### src/rtl/multiplier_request_controller.sv
// multiplier_request_controller: sequences one 2x2-bit operand request through clamp, flush,
// burn-in and sampling of the p-bit multiplier, then returns product, match and timeout flags.
module multiplier_request_controller #(
    parameter int P = 7,
    parameter int P2 = ((P + 1) / 2) - 1,
    parameter int P3 = ((P + 1) / 4) - 1,
    parameter int BURN_IN = 16,
    parameter int TIMEOUT_CYCLES = 4096
) (
    input  logic          CLK,
    input  logic          RST,
    input  logic          req_valid,
    output logic          req_ready,
    input  logic [P3:0]   req_a,
    input  logic [P3:0]   req_b,
    output logic          clamp_en,
    output logic [P3:0]   clamp_a,
    output logic [P3:0]   clamp_b,
    output logic          interp_rst,
    output logic          pending_request,
    input  logic [P2:0]   interp_result,
    input  logic          interp_valid,
    output logic          rsp_valid,
    input  logic          rsp_ready,
    output logic [P2:0]   rsp_product,
    output logic          rsp_match,
    output logic          rsp_timeout,
    output logic [15:0]   err_count
);
    typedef enum logic [2:0] {IDLE, FLUSH, SETTLE, RUN, RESP} state_t;
    localparam int CMAX = BURN_IN > TIMEOUT_CYCLES ? BURN_IN : TIMEOUT_CYCLES;
    localparam int CW = $clog2(CMAX);
    localparam logic [CW-1:0] SETTLE_END = CW'(BURN_IN - 1);
    localparam logic [CW-1:0] RUN_END = CW'(TIMEOUT_CYCLES - 1);
    state_t state, next;
    logic [CW-1:0] cnt;
    logic [P2:0] prod;
    logic hit;
    logic done;
    assign prod = (P2+1)'(clamp_a) * (P2+1)'(clamp_b);
    assign hit = interp_valid && interp_result == prod;
    assign done = state == RUN && next == RESP;
    always_comb begin
        next = state;
        case (state)
            IDLE:    next = req_valid ? FLUSH : IDLE;
            FLUSH:   next = BURN_IN == 0 ? RUN : SETTLE;
            SETTLE:  next = cnt == SETTLE_END ? RUN : SETTLE;
            RUN:     next = interp_valid || cnt == RUN_END ? RESP : RUN;
            RESP:    next = rsp_ready ? IDLE : RESP;
            default: next = IDLE;
        endcase
        req_ready = state == IDLE;
        clamp_en = state != IDLE;
        pending_request = state == RUN;
        rsp_valid = state == RESP;
        interp_rst = RST || state == FLUSH;
    end
    // One shared counter: burn-in length in SETTLE, elapsed sampling cycles in RUN.
    always_ff @(posedge CLK) begin
        if (RST) begin
            state <= IDLE;
            cnt <= '0;
            clamp_a <= '0;
            clamp_b <= '0;
            rsp_product <= '0;
            rsp_match <= 1'b0;
            rsp_timeout <= 1'b0;
            err_count <= '0;
        end else begin
            state <= next;
            cnt <= next != state ? '0 : cnt + CW'(1);
            if (state == IDLE && req_valid) begin
                clamp_a <= req_a;
                clamp_b <= req_b;
            end
            if (done) begin
                rsp_product <= interp_valid ? interp_result : '0;
                rsp_match <= hit;
                rsp_timeout <= !interp_valid;
                if (!hit && err_count != 16'hFFFF) err_count <= err_count + 16'd1;
            end
        end
    end
endmodule

### config.mk
export PLATFORM = sky130hd
export DESIGN_NAME = multiplier_request_controller
export DESIGN_NICKNAME = d
export VERILOG_FILES = /design/src/rtl/multiplier_request_controller.sv
export SDC_FILE = /design/constraint.sdc
export NUM_CORES = 1
export LEC_CHECK = 0
export CAP_MARGIN = 40
export CORE_MARGIN = 2
export CORE_UTILIZATION = 30
export CTS_BUF_LIST = sky130_fd_sc_hd__clkbuf_4
export CTS_CLUSTER_SIZE = 14
export DETAILED_ROUTE_END_ITERATION = 10
export SETUP_SLACK_MARGIN = 0.15
export SYNTH_ARGS = -nofsm -noshare
export SYNTH_HDL_FRONTEND = slang
export SYNTH_SLANG_ARGS = --single-unit
### constraint.sdc
create_clock -name CLK -period 2.49 [get_ports CLK]
set_clock_uncertainty 0.05 [all_clocks]
set_input_delay 0.498 -clock CLK [delete_from_list [all_inputs] [get_ports CLK]]
set_output_delay 0.498 -clock CLK [all_outputs]
set_load 0.05 [all_outputs]
Yosys cells after proc, flatten, opt, wreduce, memory -nomap -nowiden
Cells that the tools add are included.
Cells by class
  $add $sub $neg: 2
  $mul: 1
  div/mod/pow operators: 0
  $lt $le $gt $ge: 0
  eq/ne operators: 10
  shift operators: 0
  muxes and demuxes: 6
  bitwise logic cells: 0
  reductions and logical operators: 12
Operators with widths (count)
  $add A16 B1 Y16 const B: 1
  $ne A16 B16 Y1 const B: 1
  $pmux W3 S5: 1
  $add A12 B1 Y12 const B: 1
  $eq A12 B12 Y1 const B: 1
  $eq A12 B4 Y1 const B: 1
  $eq A3 B2 Y1 const B: 2
  $eq A3 B3 Y1 const B: 2
  $mux W3: 2
  $eq A4 B4 Y1: 1
  $logic_and A1 B1 Y1: 4
  $mul A2 B2 Y4: 1
  $mux W4: 1
  $eq A3 B1 Y1 const B: 1
  $logic_not A3 Y1: 1
  $ne A3 B3 Y1: 1
  $reduce_bool A3 Y1: 1
  $logic_not A1 Y1: 2
  $logic_or A1 B1 Y1: 2
  $mux W1: 2
  $reduce_and A2 Y1: 1
  $reduce_or A2 Y1: 1
Storage, ports and cells
  bits in registers: 41
  bits in latches: 0
  RAM bits: 0
  ROM bits: 0
  output and inout bits: 31
  logic and storage cells: 39
  memories: 0

Longest topological paths before layout
Gate-level depths: netlist of the first run.
  depth in word-level cells: 7
  mapped depth: 10

Least setup slack after synthesis of the first run
OpenSTA, ideal clock, no wires.
  kind: register -> register
  start: register clamp_a[0]
  end: register err_count[5]
  library setup time: 0.121 ns
  arrival: 2.424 ns
  slack: -0.105 ns
  stages on the path, launching flop included: 10
  buffers on the path: 1
  clock period less this slack: 2.595 ns
  path through: dfxtp_1 > and2_1 > ha_1 > ha_1 > xnor2_1 > nand2_1 > a2bb2o_1 > buf_2 > nor4_1 > mux2_2
On the way
  word-level cells in the longest chain between the ends: 6
RTL lines
  start: declaration: RTL line 17  | output logic [P3:0] clamp_a,
  start signal: assignment: RTL line 74  | clamp_a <= req_a;
  $mul A2 B2 Y4: RTL line 40  | assign prod = (P2+1)'(clamp_a) * (P2+1)'(clamp_b);
  $eq A4 B4 Y1: RTL line 41  | assign hit = interp_valid && interp_result == prod;
  $logic_and A1 B1 Y1: RTL line 41
  $logic_not A1 Y1: RTL line 81  | if (!hit && err_count != 16'hFFFF) err_count <= err_count + 16'd1;
  $logic_and A1 B1 Y1: RTL line 81
  $reduce_and A2 Y1 (no source line)
  end signal: assignment: RTL line 81
  end: declaration: RTL line 28  | output logic [15:0] err_count
No other way between the ends.
A chain may end at the register's enable or synchronous reset.

Worst setup path in the final report of the first run
  start: register clamp_a[0]
  end: register err_count[15]
Same word-level chain as after synthesis.

==> results by group, run 1 <==
Status
  – Status: complete, no violations

Floorplan
  – Io pins: 44
  – Die height: 85.61 µm
  – Starting density of the core: 31.29%
  – Row Count: 29
  – Die ar.: 7329 µm²
  – Die width: 85.61 µm
  – Core Area: 6386 µm²

Routing
  – Post-detailed-route count of antenna-violating nets: 0
  – Iteration-0 DRC count of the detailed router: 94
  – WL final: 4.875 mm
  – DR WL/cell: 13.39 µm
  – DRC errors left: 0
  – Vias per cell: 5.157
  – DR vias: 1877
  – TritonRoute pass-1 iters: 4

Timing
  – Fin crit period: 2.306 ns
  – Tcrit/Tclk final: 92.63%
  – Max Freq: 0.4336 GHz
  – Final Hold Violating Endpoints: 0
  – Pins Over Slew Limit: 0
  – Hold WS: 0.4108 ns
  – Worst Max-Slew Pin Slew: 0.4974 ns
  – Setup ws final: 0.1835 ns
  – Max-slew headroom: 66.73%
  – Endpoints failing setup: 0
  – Setup TNS: 0 ns
  – RSZ-0062 raised after global routing: yes

Setup path
  – Critical path arrival: 2.57 ns
  – Crit start category: flop
  – Required time worst endpoint: 2.76 ns
  – Crit-path cells: and2_4 > ha_1 > ha_1 > xnor2_1 > nand2_1 > a2bb2o_4 > or4_1 > a21oi_1
  – WS Path Type: reg -> reg
  – Slowest cell on crit path: or4_1
  – Delay of the slowest critical-path stage: 0.51 ns
  – Crit. End Element: flop
  – CP max FO: 14
  – Reg2Reg Depth: 8
  – Crit path top cell by count: ha_1

GRT
  – Initial antenna violation count: 0
  – Largest net degree at the start of global routing: 33
  – Overall routing resource usage: 13.47%
  – First-pass GRT wire length: 7.928 mm
  – Total congestion overflow: 0
  – Vias in the first global route: 1705

Cells and area
  – ANT cells: 0
  – Synthesis-to-layout area growth: 32.56%
  – # nets final: 304
  – Final Instance Area: 2649 µm²
  – Commonest cells after routing, fill and taps aside: clkdlybuf4s50_1, dfxtp_1, nor2_1
  – Fillers: 640
  – Layout cells sized above 1: 11.50%
  – Leading cell type in the layout, fill and taps excluded: clkdlybuf4s50_1

Synth
  – Mapped Cells: 240
  – Synth warnings: 0
  – Synth Net Count: 257
  – Top cell type's share of synthesized area: 41.08%
  – Ranking of synthesized cells by area: dfxtp_1, a21oi_1, nor2_1, nand3_1, xnor2_1
  – Async SR Flop Fraction: 0%
  – Count of cell types in the netlist: 36
  – Synth Area per Inst: 8.326 µm²
  – Post-Syn Area: 1998 µm²
  – Leading area contributor after synthesis: dfxtp_1
  – Post-synth EDFFs: 0
  – Sequential area share after synthesis: 41.08%
  – #FFs+latches synth: 41
  – Synth Flop Type: dfxtp_1

CTS
  – Num CTS Buffers: 5
  – Hold-fix buffers, CTS: 0
  – Max clock buf depth: 2
  – H-tree levels: 2
  – CTS tree: built
  – # clock sinks: 41
  – Clock latency on the worst-skew pair: 0.37 ns
  – Worst-path clk slew: 0.14 ns
  – CTS root buf: clkbuf_4

Hold path
  – Hold Path Depth: 2
  – Tightest Hold Check Type: reg -> reg

Placed design
  – Gpl congestion: 0.7613
  – Pre-CTS setup slack: -0.01033 ns
  – Post-DP HPWL: 3.292 mm
  – Cell area after placement: 2579 µm²
  – IO Port Bufs: 43

Power and ir drop
  – Pwr dens: 446.1 nW/µm²
  – PnR Total Power: 1.182 mW
  – Max VDD drop: 0.2038 mV
  – Leak: 0.8623 nW

Job
  – Max-cap violations: 0
-- flip-flops by register name, summed over array words and instances, names as in the netlist --
register     cells
state            3
clamp_a          2
cnt             12
rsp_match        1
clamp_b          2
rsp_product      4
rsp_timeout      1
err_count       16
-- report_power, final --
part           switching, mW  internal, mW  leakage, nW  total, mW
Clock                  0.228         0.102       0.0247      0.329
Sequential            0.0135         0.667        0.334      0.681
Combinational          0.101        0.0703        0.504      0.171
Total                  0.342         0.839        0.862       1.18
-- cells in the mapped netlist (5+ instances only) --
cell type and n:
dfxtp_1 41, nor2_1 28, a21oi_1 23, nand3_1 17, nand2_1 14, or3_1 11, xnor2_1 9, clkbuf_1 8
o21ai_0 8, o31ai_1 8, or4_1 8, inv_1 7, nand4_1 7, and2_1 6, nor3_1 5
-- routing by layer --
layer / routed length (µm) / part of all wire, % / vias to the layer above / GRT usage, %
met2: 2195 / 45 / 38 / 21.16
met4: 66 / 1.4 / 0 / 3.463
met3: 231 / 4.7 / 6 / 5.101
met5: 0 / 0 / - / 0
li1: - / - / 960 / -
met1: 2381 / 49 / 873 / 17.46
-- worst max-delay path: cells and delay by family, from the launching register on --
family                   cells  cell delay (ns)
XOR/XNOR                     1             0.13
AND/OR/NAND/NOR              3             0.81
adder cells (fa/ha/maj)      2             0.47
flip-flops                   1             0.37
AO/OA/AOI/OAI                2             0.43
-- cell type report --
class	instances	area, µm²	area share (%)
well taps	77	96.34	3.637
clock inverters	2	11.26	0.4251
repair buffers	51	505.5	19.08
flip-flops and latches	41	833.3	31.46
multi-input cells	181	1135	42.84
clock buffers	5	37.54	1.417
inverters	7	30.03	1.134
-- stage by stage --
step	std cells	utilization (%)
3_5_place_dp	355	40.38
6_report	364	41.48
5_1_grt	364	41.48
3_3_place_gp	355	40.38
2_1_floorplan	240	-
4_1_cts	363	41.22
-- kinds of logic after synthesis --
group           Yosys count  share of synthesized area (%)
simple gates            111                          29.37
mux                       6                          3.131
fa+ha+maj                 4                          2.505
buf+inv                  19                          4.133
flops                    41                          41.08
compound gates           46                          14.09
xor+xnor                 13                          5.698
-- what timing repair did --
action | CTS | global route
pin swaps | 1 | 1
setup endpoints to repair | 4 | 12
resized for setup | 2 | 1
cloned | 0 | 1
setup buffers | 1 | 0
-- path summary, 6_finish.rpt --
kind | from | end | slack, ns
setup / recovery | clamp_a[0] | err_count[15] | 0.18
hold / removal | rsp_match | rsp_match | 0.41
setup reg to reg | clamp_a[0] | err_count[15] | 0.18
hold reg to reg | rsp_match | rsp_match | 0.41
Note: power is estimated with default switching activity, not from simulation.
==> run 2, diff against run 1 <==
--- a/config.mk
+++ b/config.mk
@@ -6,12 +6,14 @@
 export NUM_CORES = 1
 export LEC_CHECK = 0
 export CAP_MARGIN = 40
-export CORE_MARGIN = 2
+export CORE_MARGIN = 4
 export CORE_UTILIZATION = 30
 export CTS_BUF_LIST = sky130_fd_sc_hd__clkbuf_4
 export CTS_CLUSTER_SIZE = 14
 export DETAILED_ROUTE_END_ITERATION = 10
 export SETUP_SLACK_MARGIN = 0.15
+export SKIP_CTS_REPAIR_TIMING = 1
 export SYNTH_ARGS = -nofsm -noshare
 export SYNTH_HDL_FRONTEND = slang
 export SYNTH_SLANG_ARGS = --single-unit
+export TNS_END_PERCENT = 30
==> run 2 against run 1 <==
Effect of this change: routed wire length is 1.3% higher; worst setup slack worse by 0.12 ns; cell area increased by 3.9%; clock power increased by 2%; combinational power is 9% higher; global-route usage fell by 1.1 points; sequential share of layout area fell by 1.2 points; via count is 2.0% higher; flip-flop and latch count stayed put; power grew 1.8%; fmax shrank 4.7%; non-clock buffer count up 9; critical endpoint is now clamp_en; largest cell class unchanged; largest power group unchanged.
==> results by group, run 2 (synthesized netlist as in run 1, its figures left out) <==
Status
  – Status: complete, no violations (unchanged)

Routing
  – DR vias: 1914 (was 1877)
  – WL final: 4.940 mm (was 4.875 mm)
  – Post-detailed-route count of antenna-violating nets: 0 (unchanged)
  – Metal3 WL: 216 µm (was 231 µm)
  – DRC errors left: 0 (unchanged)
  – Met1 wire length: 2.313 mm (was 2.381 mm)
  – Uppermost layer routed: met4 (unchanged)
  – Iteration-0 DRC count of the detailed router: 74 (was 94)
  – Met2 wire len: 2.352 mm (was 2.195 mm)
  – TritonRoute pass-1 iters: 4 (unchanged)
  – Vias per cell: 5.104 (was 5.157)
  – DR WL/cell: 13.17 µm (was 13.39 µm)

Cells and area
  – Number of flip-flops in the largest register: 16 (unchanged)
  – Synthesis-to-layout area growth: 37.76% (was 32.56%)
  – ANT cells: 0 (unchanged)
  – Layout cells sized above 1: 15.77% (was 11.50%)
  – Leading cell type in the layout, fill and taps excluded: clkdlybuf4s50_1 (unchanged)
  – # nets final: 314 (was 304)
  – Reg with most FFs: err_count (unchanged)
  – Largest registers: err_count x16, cnt x12, rsp_product x4 (unchanged)
  – Commonest cells after routing, fill and taps aside: clkdlybuf4s50_1, dfxtp_1, nor2_1 (unchanged)

Floorplan
  – Starting density of the core: 31.11% (was 31.29%)
  – Die ar.: 8030 µm² (was 7329 µm²)
  – Die width: 89.61 µm (was 85.61 µm)
  – Die height: 89.61 µm (was 85.61 µm)
  – Core Area: 6422 µm² (was 6386 µm²)
  – Io pins: 44 (unchanged)
  – Row Count: 29 (unchanged)

Setup path
  – Crit. End Element: output port (was flop)
  – Crit start category: flop (unchanged)
  – Required time worst endpoint: 1.94 ns (was 2.76 ns)
  – CP max FO: 8 (was 14)
  – Critical path arrival: 1.87 ns (was 2.57 ns)
  – WS Path Type: reg -> out (was reg -> reg)

GRT
  – Vias in the first global route: 1690 (was 1705)
  – Initial antenna violation count: 0 (unchanged)
  – Largest net degree at the start of global routing: 33 (unchanged)
  – Total congestion overflow: 0 (unchanged)
  – Overall routing resource usage: 12.37% (was 13.47%)
  – First-pass GRT wire length: 7.852 mm (was 7.928 mm)

Timing
  – Max Freq: 0.4130 GHz (was 0.4336 GHz)
  – Fin crit period: 2.421 ns (was 2.306 ns)
  – Final Hold Violating Endpoints: 0 (unchanged)
  – Worst Max-Slew Pin Slew: 0.5160 ns (was 0.4974 ns)
  – Max-slew headroom: 65.54% (was 66.73%)
  – Setup TNS: 0 ns (unchanged)
  – Tcrit/Tclk final: 97.25% (was 92.63%)
  – Pins Over Slew Limit: 0 (unchanged)
  – Endpoints failing setup: 0 (unchanged)
  – Hold WS: 0.4156 ns (was 0.4108 ns)
  – RSZ-0062 raised after global routing: yes (unchanged)

Hold path
  – Tightest Hold Check Type: reg -> reg (unchanged)

CTS
  – Clock latency on the worst-skew pair: 0.36 ns (was 0.37 ns)
  – CTS root buf: clkbuf_4 (unchanged)
  – # clock sinks: 41 (unchanged)
  – Worst-path clk slew: 0.13 ns (was 0.14 ns)
  – CTS tree: built (unchanged)
  – H-tree levels: 2 (unchanged)
  – Max clock buf depth: 2 (unchanged)
  – Num CTS Buffers: 5 (unchanged)

Job
  – Max-cap violations: 0 (unchanged)

Power and ir drop
  – Pwr dens: 437.1 nW/µm² (was 446.1 nW/µm²)
  – Leak: 0.9328 nW (was 0.8623 nW)
  – PnR Total Power: 1.203 mW (was 1.182 mW)
  – Max VDD drop: 0.2458 mV (was 0.2038 mV)

Placed design
  – Post-DP HPWL: 3.450 mm (was 3.292 mm)
  – IO Port Bufs: 43 (unchanged)
  – Gpl congestion: 0.8160 (was 0.7613)
run 2: report_power, final:
group          leakage (nW)  switching [mW]  total (mW)  internal [mW]
Combinational         0.568           0.104       0.186         0.0824
Clock                0.0307           0.229       0.337          0.108
Sequential            0.334          0.0126       0.680          0.667
run 2: final timing paths:
path | startpoint | end | slack [ns] | cells past startpoint
max | state[2] | clamp_en | 0.07 | 2
min | rsp_product[1] | rsp_product[1] | 0.42 | 2
max reg2reg | clamp_a[0] | err_count[11] | 0.14 | 8
min reg2reg | rsp_product[1] | rsp_product[1] | 0.42 | 2
run 2: metrics by stage:
stage,utilization (%),area [µm²],setup slack [ns],instances
2_1_floorplan,-,2044,0.1930,240
3_3_place_gp,40.27,2586,0.03540,356
3_5_place_dp,40.27,2586,0.01268,356
4_1_cts,41.11,2640,0.04293,364
5_1_grt,42.86,2753,0.02653,375
6_report,42.86,2753,0.06852,375
run 2: critical path, cell delays in order, from the launching register on:
cell             delay [ns]
dfxtp_1                0.39
or3_4                  0.43
clkdlybuf4s50_1        0.71
run 2: layout make-up:
cell class                 count  area (µm²)
clock inverter                 3       16.27
clock buffer                   5       37.54
sequential                    41       833.3
inverter                       7       30.03
tap                           77       96.34
timing repair buffer          60       578.1
multi-input combinational    182        1161
fill                         642        3670
run 2: routing by layer:
metal  global-route usage [%]  up-vias
li1                         -      982
met1                    16.33      896
met2                    19.48       28
met3                    3.193        8
met4                    4.465        0
met5                        0        -
